[config.mk]
export PLATFORM = sky130hd
export DESIGN_NAME = vending_machine_multi
export DESIGN_NICKNAME = d
export VERILOG_FILES = /design/src/rtl/vending_machine_multi.sv
export SDC_FILE = /design/constraint.sdc
export NUM_CORES = 1
export LEC_CHECK = 0
export ABC_AREA = 1
export CAP_MARGIN = 20
export CORE_MARGIN = 4
export CORE_UTILIZATION = 50
export DETAILED_ROUTE_END_ITERATION = 10
export PLACE_DENSITY = 0.79
export SYNTH_ARGS = -nofsm -noshare
export SYNTH_HDL_FRONTEND = slang
export SYNTH_SLANG_ARGS = --single-unit
[constraint.sdc]
create_clock -name clk -period 8.29 [get_ports clk]
set_input_delay 2.487 -clock clk [delete_from_list [all_inputs] [get_ports clk]]
set_output_delay 2.487 -clock clk [all_outputs]
set_load 0.02 [all_outputs]
[src/rtl/vending_machine_multi.sv]
`default_nettype none
// ============================================================================
// Module   : vending_machine_multi
// Brief    : Multi-denomination vending controller. Coins arrive through a
//            valid/ready port and build up credit against PRICE. Reaching the
//            price dispenses the item with change, and a cancel refunds the
//            held credit. Both back-end outputs are valid/ready handshakes.
//            A wrapping counter records the completed sales.
// Revision : 1.0 - initial release
// ============================================================================
module vending_machine_multi #(
    parameter int PRICE    = 4,   // item price in coin units, >= 1
    parameter int VAL_W    = 2,   // coin value width
    parameter int CREDIT_W = 4,   // credit width, 2^CREDIT_W > PRICE-1 + 2^VAL_W-1
    parameter int COUNT_W  = 8    // sale counter width
) (
    input  logic                clk,
    input  logic                reset,
    input  logic                io_coin_valid,
    input  logic [VAL_W-1:0]    io_coin_value,
    output logic                io_coin_ready,
    input  logic                io_cancel,
    output logic                io_dispense_valid,
    input  logic                io_dispense_ready,
    output logic [CREDIT_W-1:0] io_change,
    output logic                io_refund_valid,
    input  logic                io_refund_ready,
    output logic [CREDIT_W-1:0] io_refund_value,
    output logic [COUNT_W-1:0]  io_sales
);

    // ------------------------------------------------------------------------
    // State encoding
    // ------------------------------------------------------------------------
    localparam logic [1:0] c_IDLE     = 2'd0;   // credit == 0
    localparam logic [1:0] c_COLLECT  = 2'd1;   // 0 < credit < PRICE
    localparam logic [1:0] c_DISPENSE = 2'd2;   // item + change pending
    localparam logic [1:0] c_REFUND   = 2'd3;   // refund pending

    // Price at credit width. The parameter constraint guarantees it fits.
    localparam logic [CREDIT_W-1:0] c_PRICE = CREDIT_W'(PRICE);

    // ------------------------------------------------------------------------
    // Registered state
    // ------------------------------------------------------------------------
    logic [1:0]          r_state;
    logic [CREDIT_W-1:0] r_credit;
    logic [CREDIT_W-1:0] r_change;
    logic [CREDIT_W-1:0] r_refund;
    logic [COUNT_W-1:0]  r_sales;

    // ------------------------------------------------------------------------
    // Next-state values
    // ------------------------------------------------------------------------
    logic [1:0]          w_state_nxt;
    logic [CREDIT_W-1:0] w_credit_nxt;
    logic [CREDIT_W-1:0] w_change_nxt;
    logic [CREDIT_W-1:0] w_refund_nxt;
    logic [COUNT_W-1:0]  w_sales_nxt;

    // Coin acceptance is decoded from state alone, so the front end never
    // sees a combinational path from its own valid back to ready.
    logic                w_accepting;
    logic                w_coin_fire;
    logic [CREDIT_W-1:0] w_coin_ext;
    logic [CREDIT_W-1:0] w_sum;

    assign w_accepting = (r_state == c_IDLE) || (r_state == c_COLLECT);
    assign w_coin_fire = w_accepting && io_coin_valid;
    assign w_coin_ext  = w_coin_fire ? CREDIT_W'(io_coin_value) : '0;

    // Credit plus any coin taken this cycle. This sum covers both the sale
    // check and the refund amount when cancel and a coin coincide.
    assign w_sum = r_credit + w_coin_ext;

    // ------------------------------------------------------------------------
    // State register: all architectural state updates on the rising edge
    // ------------------------------------------------------------------------
    always_ff @(posedge clk) begin
        if (reset) begin
            r_state  <= c_IDLE;
            r_credit <= '0;
            r_change <= '0;
            r_refund <= '0;
            r_sales  <= '0;
        end else begin
            r_state  <= w_state_nxt;
            r_credit <= w_credit_nxt;
            r_change <= w_change_nxt;
            r_refund <= w_refund_nxt;
            r_sales  <= w_sales_nxt;
        end
    end

    // ------------------------------------------------------------------------
    // Next-state logic: coin accumulation, sale/cancel priority, handshakes
    // ------------------------------------------------------------------------
    always_comb begin
        w_state_nxt  = r_state;
        w_credit_nxt = r_credit;
        w_change_nxt = r_change;
        w_refund_nxt = r_refund;
        w_sales_nxt  = r_sales;

        case (r_state)
            c_IDLE, c_COLLECT: begin
                if (w_sum >= c_PRICE) begin
                    // A sale takes priority over a same-cycle cancel.
                    w_state_nxt  = c_DISPENSE;
                    w_change_nxt = w_sum - c_PRICE;
                    w_credit_nxt = '0;
                end else if (io_cancel) begin
                    w_credit_nxt = '0;
                    if (w_sum != '0) begin
                        w_state_nxt  = c_REFUND;
                        w_refund_nxt = w_sum;
                    end else begin
                        w_state_nxt  = c_IDLE;
                    end
                end else begin
                    // A zero-value coin in IDLE leaves the credit at zero.
                    w_credit_nxt = w_sum;
                    w_state_nxt  = (w_sum == '0) ? c_IDLE : c_COLLECT;
                end
            end

            c_DISPENSE: begin
                // Cancel is ignored here, and the change stays stable until accepted.
                if (io_dispense_ready) begin
                    w_state_nxt  = c_IDLE;
                    w_credit_nxt = '0;
                    w_change_nxt = '0;
                    w_sales_nxt  = r_sales + COUNT_W'(1);
                end
            end

            c_REFUND: begin
                if (io_refund_ready) begin
                    w_state_nxt  = c_IDLE;
                    w_credit_nxt = '0;
                    w_refund_nxt = '0;
                end
            end

            default: begin
                w_state_nxt  = c_IDLE;
                w_credit_nxt = '0;
                w_change_nxt = '0;
                w_refund_nxt = '0;
            end
        endcase
    end

    // ------------------------------------------------------------------------
    // Output decode: every output comes from registered state only
    // ------------------------------------------------------------------------
    always_comb begin
        io_coin_ready     = w_accepting;
        io_dispense_valid = (r_state == c_DISPENSE);
        io_refund_valid   = (r_state == c_REFUND);
        io_change         = r_change;
        io_refund_value   = r_refund;
        io_sales          = r_sales;
    end

endmodule
`default_nettype wire

== Word-level counts from Yosys, hierarchy flattened ==
Cells that the tools add are included.
Word-level totals
  bits in latches: 0
  memory bits (read-only): 0
  word-level logic and storage cells: 49
  bits in writable memories: 0
  bits in registers: 22
  input port bits: 8
  output and inout port bits: 19
  memories kept: 0
Operators by class
  div/mod/pow operators: 0
  shift-type cells: 0
  bitwise logic cells: 0
  multiply operators: 0
  $lt $le $gt $ge: 1
  reduce and logical (&&, ||, !) cells: 12
  multiplexer cells: 19
  add/sub/neg operators: 3
  equality and inequality tests: 9
Operators by type and width (count)
  2-to-1 mux 4 bit: 8
  one-hot mux 4 bit (2 select lines): 2
  2-to-1 mux 2 bit: 6
  one-hot mux 4 bit (3 select lines): 1
  adder 8 x 1 -> 8 bit (second input constant): 1
  != test 2 bit (second input constant): 4
  one-hot mux 2 bit (3 select lines): 1
  AND reduction 5 bit: 1
  adder 4 x 2 -> 4 bit: 1
  == test 2 bit (second input constant): 2
  greater-or-equal comparator 4 x 3 -> 1 bit (second input constant): 1
  logical NOT 4 bit: 1
  != test 2 x 1 -> 1 bit (second input constant): 2
  AND reduction 2 bit: 2
  nonzero test 2 bit: 2
  nonzero test 4 bit: 1
  subtractor 4 x 3 -> 4 bit (second input constant): 1
  AND reduction 3 bit: 1
  == test 2 x 1 -> 1 bit (second input constant): 1
  logical NOT 2 bit: 1
  OR reduction 2 bit: 1
  logical AND 1 bit: 1
  logical OR 1 bit: 1
  2-to-1 mux 1 bit: 1

== Depth between registers and ports, before layout ==
  word-level depth: 10
  mapped depth: 16
  depth with buffers taken out: 16

== Worst setup path before layout ==
OpenSTA, ideal clock, no wires.
  kind: input to register
  from: in io_coin_value[0]
  to: reg r_change[0] (netlist: io_change[0])
  library setup time: 0.118 ns
  arrival: 4.280 ns
  buffers on the path: 0
  stages on the path: 12
  data required time: 8.172 ns
  path slack: 3.892 ns
  cells stage by stage: and3_1 ha_1 fa_1 xnor2_1 inv_1 ha_1 nand2_1 nand2_1 nand2_2 nand2_1 o21ai_0 nor2_1
On the way
  cells in the longest elaborated chain, start to end: 5
  elaborated cells between the ends (all ways): 8
  classes of those cells: 2 x add/sub; 1 x order compare; 1 x eq/ne; 3 x mux; 1 x reduce/logical
Ends and longest elaborated chain
  start, declared: RTL line 20  | input logic [VAL_W-1:0] io_coin_value,
  2-to-1 mux 2 bit (*): RTL line 70  | assign w_coin_ext = w_coin_fire ? CREDIT_W'(io_coin_value) : '0;
  adder 4 x 2 -> 4 bit (*): RTL line 74  | assign w_sum = r_credit + w_coin_ext;
  subtractor 4 x 3 -> 4 bit / greater-or-equal comparator 4 x 3 -> 1 bit (equally long branches): RTL line 110, 107
  2-to-1 mux 4 bit / != test 2 bit (equally long branches)
  one-hot mux 4 bit (2 select lines) / AND reduction 3 bit (equally long branches)
  end signal, assigned: RTL line 89  | r_change <= w_change_nxt;
  end, declared: RTL line 48  | logic [CREDIT_W-1:0] r_change;
Mark *: on every way between the ends. The rest lies on a longest branch, timed or not. The select of a mux whose other input is x is not followed.
A chain may end at the register's enable or synchronous reset.

== Worst setup path in the final report ==
  from: in io_coin_valid
  to: reg r_change[2] (netlist: io_change[2])
On the way
  cells in the longest elaborated chain, start to end: 6
  elaborated cells between the ends (all ways): 9
  classes of those cells: 2 x add/sub; 1 x order compare; 1 x eq/ne; 3 x mux; 2 x reduce/logical
Ends and longest elaborated chain
  start, declared: RTL line 19  | input logic io_coin_valid,
  logical AND 1 bit (*): RTL line 69  | assign w_coin_fire = w_accepting && io_coin_valid;
  2-to-1 mux 2 bit (*): RTL line 70
  adder 4 x 2 -> 4 bit (*): RTL line 74
  subtractor 4 x 3 -> 4 bit / greater-or-equal comparator 4 x 3 -> 1 bit (equally long branches): RTL line 110, 107
  2-to-1 mux 4 bit / != test 2 bit (equally long branches)
  one-hot mux 4 bit (2 select lines) / AND reduction 3 bit (equally long branches)
Marked as above.

==> flow_summary.toml <==
[run_status]
outcome = "finished clean"

[global_route]
antenna_found_initial = 0
first_global_vias = 1044
grt_pass1_wl_mm = 4.58
grt.total_usage = 0.183
globalRoute.totalOverflow = 0
grt_start_max_net_pins = 14

[sta]
period_needed_ps = 4820
finalSetupViolCount = 0
worst_pin_slew_ps = 474
hold_ws_ps = 467
hold_viol = 0
finClkSkew_ps = 4.78
maxSlewViolCount = 0
rsz0062_at_grt = "false"
setup_tns_ps = 0
slew_headroom = 0.683
setup_slack_ps = 3470
fmax_mhz = 207
min_period_over_period = 0.582

[critical_path]
crit_path_top_delay_cell = "clkdlybuf4s50_1"
regToRegSetupSlack_ps = 5410
cp_num_buf_inv = 2
r2r_end = "io_change[2]"
worstPathRequired_ps = 8510
reg2regPathDepth = 13
worst_path_most_repeated_cell = "nand2_1"
worst_ep_arrival_time_ps = 5040
r2r-start = "r_state[1]"
endpoint_kind = "flop"
path_max_fanout = 7
crit_chain = "clkdlybuf4s50_1 > and3_1 > ha_1 > fa_1 > xnor2_1 > inv_1 > ha_1 > nand2_1 > nand2_1 > nand2_2 > nand2_1 > o21ai_0 > nor2_1"
path_class = "in2reg"
crit_family = "adder cells"
start_kind = "input pin"
crit_path_max_incr_delay_ps = 410

[power_and_ir_drop]
leakagePower_uw = 0.000641
ir_drop_v = 0.000185
power_density_nw_per_um2 = 178

[synthesis]
syn_nets = 165
yosys.area_share.simple = 0.316
yosys_warnings = 0
avgSynthCellArea_sq_um = 7.40
yosysSeqAreaShare = 0.394
synthAdderAreaFrac = 0.0739
synth_compound_area_frac = 0.129
muxShareOfSynthArea = 0
synth_top_family_by_area = "simple AND/OR/NAND/NOR gates"
yosys.area_share.xor_xnor = 0.0157
netlist_area_sq_um = 1120
ys_types = 25
synthCells = 151
ys_seq_elements = 22

[worst_hold_path]
hp-class = "reg2reg"
min_path_cells = 2
hp-start = "io_sales[6]"
holdPathEnd = "io_sales[6]"

[placement]
dp_slack_ps = 3200
post_dp_cell_area_sq_um = 1400
numPortBuffers = 26
dp_hpwl_mm = 1.93
gp_congestion = 0.822

[run]
cap_violations = 0

[clocking]
cts_max_level = 1
cts.path.max_buffers = 2
cts_sinks = 22
cts_tree = "built"
clk_pin_slew_ps = 120
insertion_delay_ps = 320
cts_resized = 0
cts_buffers = 3
cts_setup_buffers = 0
cts_hold_buf = 0
cts_root_buf = "clkbuf_4"

[cells_and_area]
area_growth_pct = 30.3
n_antenna_cell = 0
utilization = 0.713
drive_gt1_frac = 0.0894
fill_cells = 188
layout_common_cells = "nand2_1, clkdlybuf4s50_1, nor2_1"
final_nets = 194
postLayoutCellArea_sq_um = 1460
layout.cells.most_common = "nand2_1"

[floorplan]
die_y_um = 55.3
dieArea_sq_um = 3050
io-pin-count = 27
core-area_sq_um = 2040
initial_core_util = 0.547
num_rows = 16
die_w_um = 55.3

[route]
antenna_left = 0
drt_first_pass_iters = 4
routedWlPerCell_um = 12.2
routed_wl_mm = 2.52
first_iter_violations = 29
viasPerCell = 5.02
drc = 0
vias = 1034
## how the worst max path moves through the flow
stage	start	endpoint	cells past startpoint
final	io_coin_valid	io_change[2]	13
after global routing	io_coin_valid	io_change[2]	13
after CTS	io_coin_valid	io_change[2]	13
after detailed placement	io_coin_valid	io_change[2]	13
after global placement	io_coin_valid	io_change[2]	13
after floorplan	io_coin_value[0]	io_change[0]	12
## cell type report
type,count,area (sq um),area share
clock buffers,3,22.5,0.0155
clock inverters,1,30.0,0.0206
inverters,19,72.6,0.0498
multi-input cells,108,597,0.410
flip-flops and latches,22,440,0.302
well taps,27,33.8,0.0232
repair buffers,26,260,0.179
## through the flow
step	std cells	power (uW)
2_1_floorplan	151	156
3_3_place_gp	202	179
3_5_place_dp	202	180
4_1_cts	206	264
5_1_grt	206	274
6_report	206	260
## Yosys cell counts
cell / count / area share
xor2_1: 1 / 0.0078
nand3_4: 1 / 0.016
nor3_4: 1 / 0.015
and3_1: 2 / 0.011
o21ai_0: 9 / 0.040
o21ai_2: 1 / 0.0078
o21bai_2: 1 / 0.010
nand2_2: 4 / 0.022
fa_1: 1 / 0.018
nor3b_1: 1 / 0.0067
nor2_4: 1 / 0.010
nand2_1: 27 / 0.091
inv_2: 2 / 0.0067
a21oi_1: 10 / 0.045
nand3_1: 11 / 0.049
a22oi_1: 3 / 0.020
xnor2_1: 1 / 0.0078
ha_1: 5 / 0.056
a31oi_1: 1 / 0.0056
clkinv_2: 1 / 0.0045
nor2_1: 25 / 0.084
dfxtp_1: 22 / 0.39
inv_1: 16 / 0.054
clkbuf_1: 2 / 0.0067
nand4_1: 2 / 0.011
## flip-flops by register name, indices dropped and copies added, names as in the netlist
register	count
io_refund_value	4
io_change	4
r_state	2
r_credit	4
io_sales	8
## per-layer routing
| layer | vias to the layer above | GRT usage | share of wire |
|---|---|---|---|
| met5 | - | 0 | 0 |
| met2 | 28 | 0.291 | 0.47 |
| met3 | 4 | 0.0466 | 0.052 |
| li1 | 547 | - | - |
| met4 | 0 | 0.0729 | 0.0087 |
| met1 | 455 | 0.236 | 0.47 |
## cells by family (layout without fill, tap and decap cells)
logic type / count (synthesis) / after routing
compound gates: 25 / 25
simple gates: 75 / 75
buf+inv: 21 / 49
xor+xnor: 2 / 2
fa+ha+maj: 6 / 6
flops: 22 / 22
## power breakdown
group	total (uW)	switching (uW)	internal, uW	leakage, uW
combinational	59.2	34.2	24.9	0.000435
sequential	118	5.05	113	0.000179
clock	82.7	33.8	48.9	0.0000279
## worst register-to-register path: cells and delay by family, from the launching register on
kind            cells  cell delay, ps
fa+ha+maj           3             820
simple gates        6             660
flops               1             480
xor+xnor            1             360
buf+inv             2             280
compound gates      1             180
(Power assumes the default switching activity.)
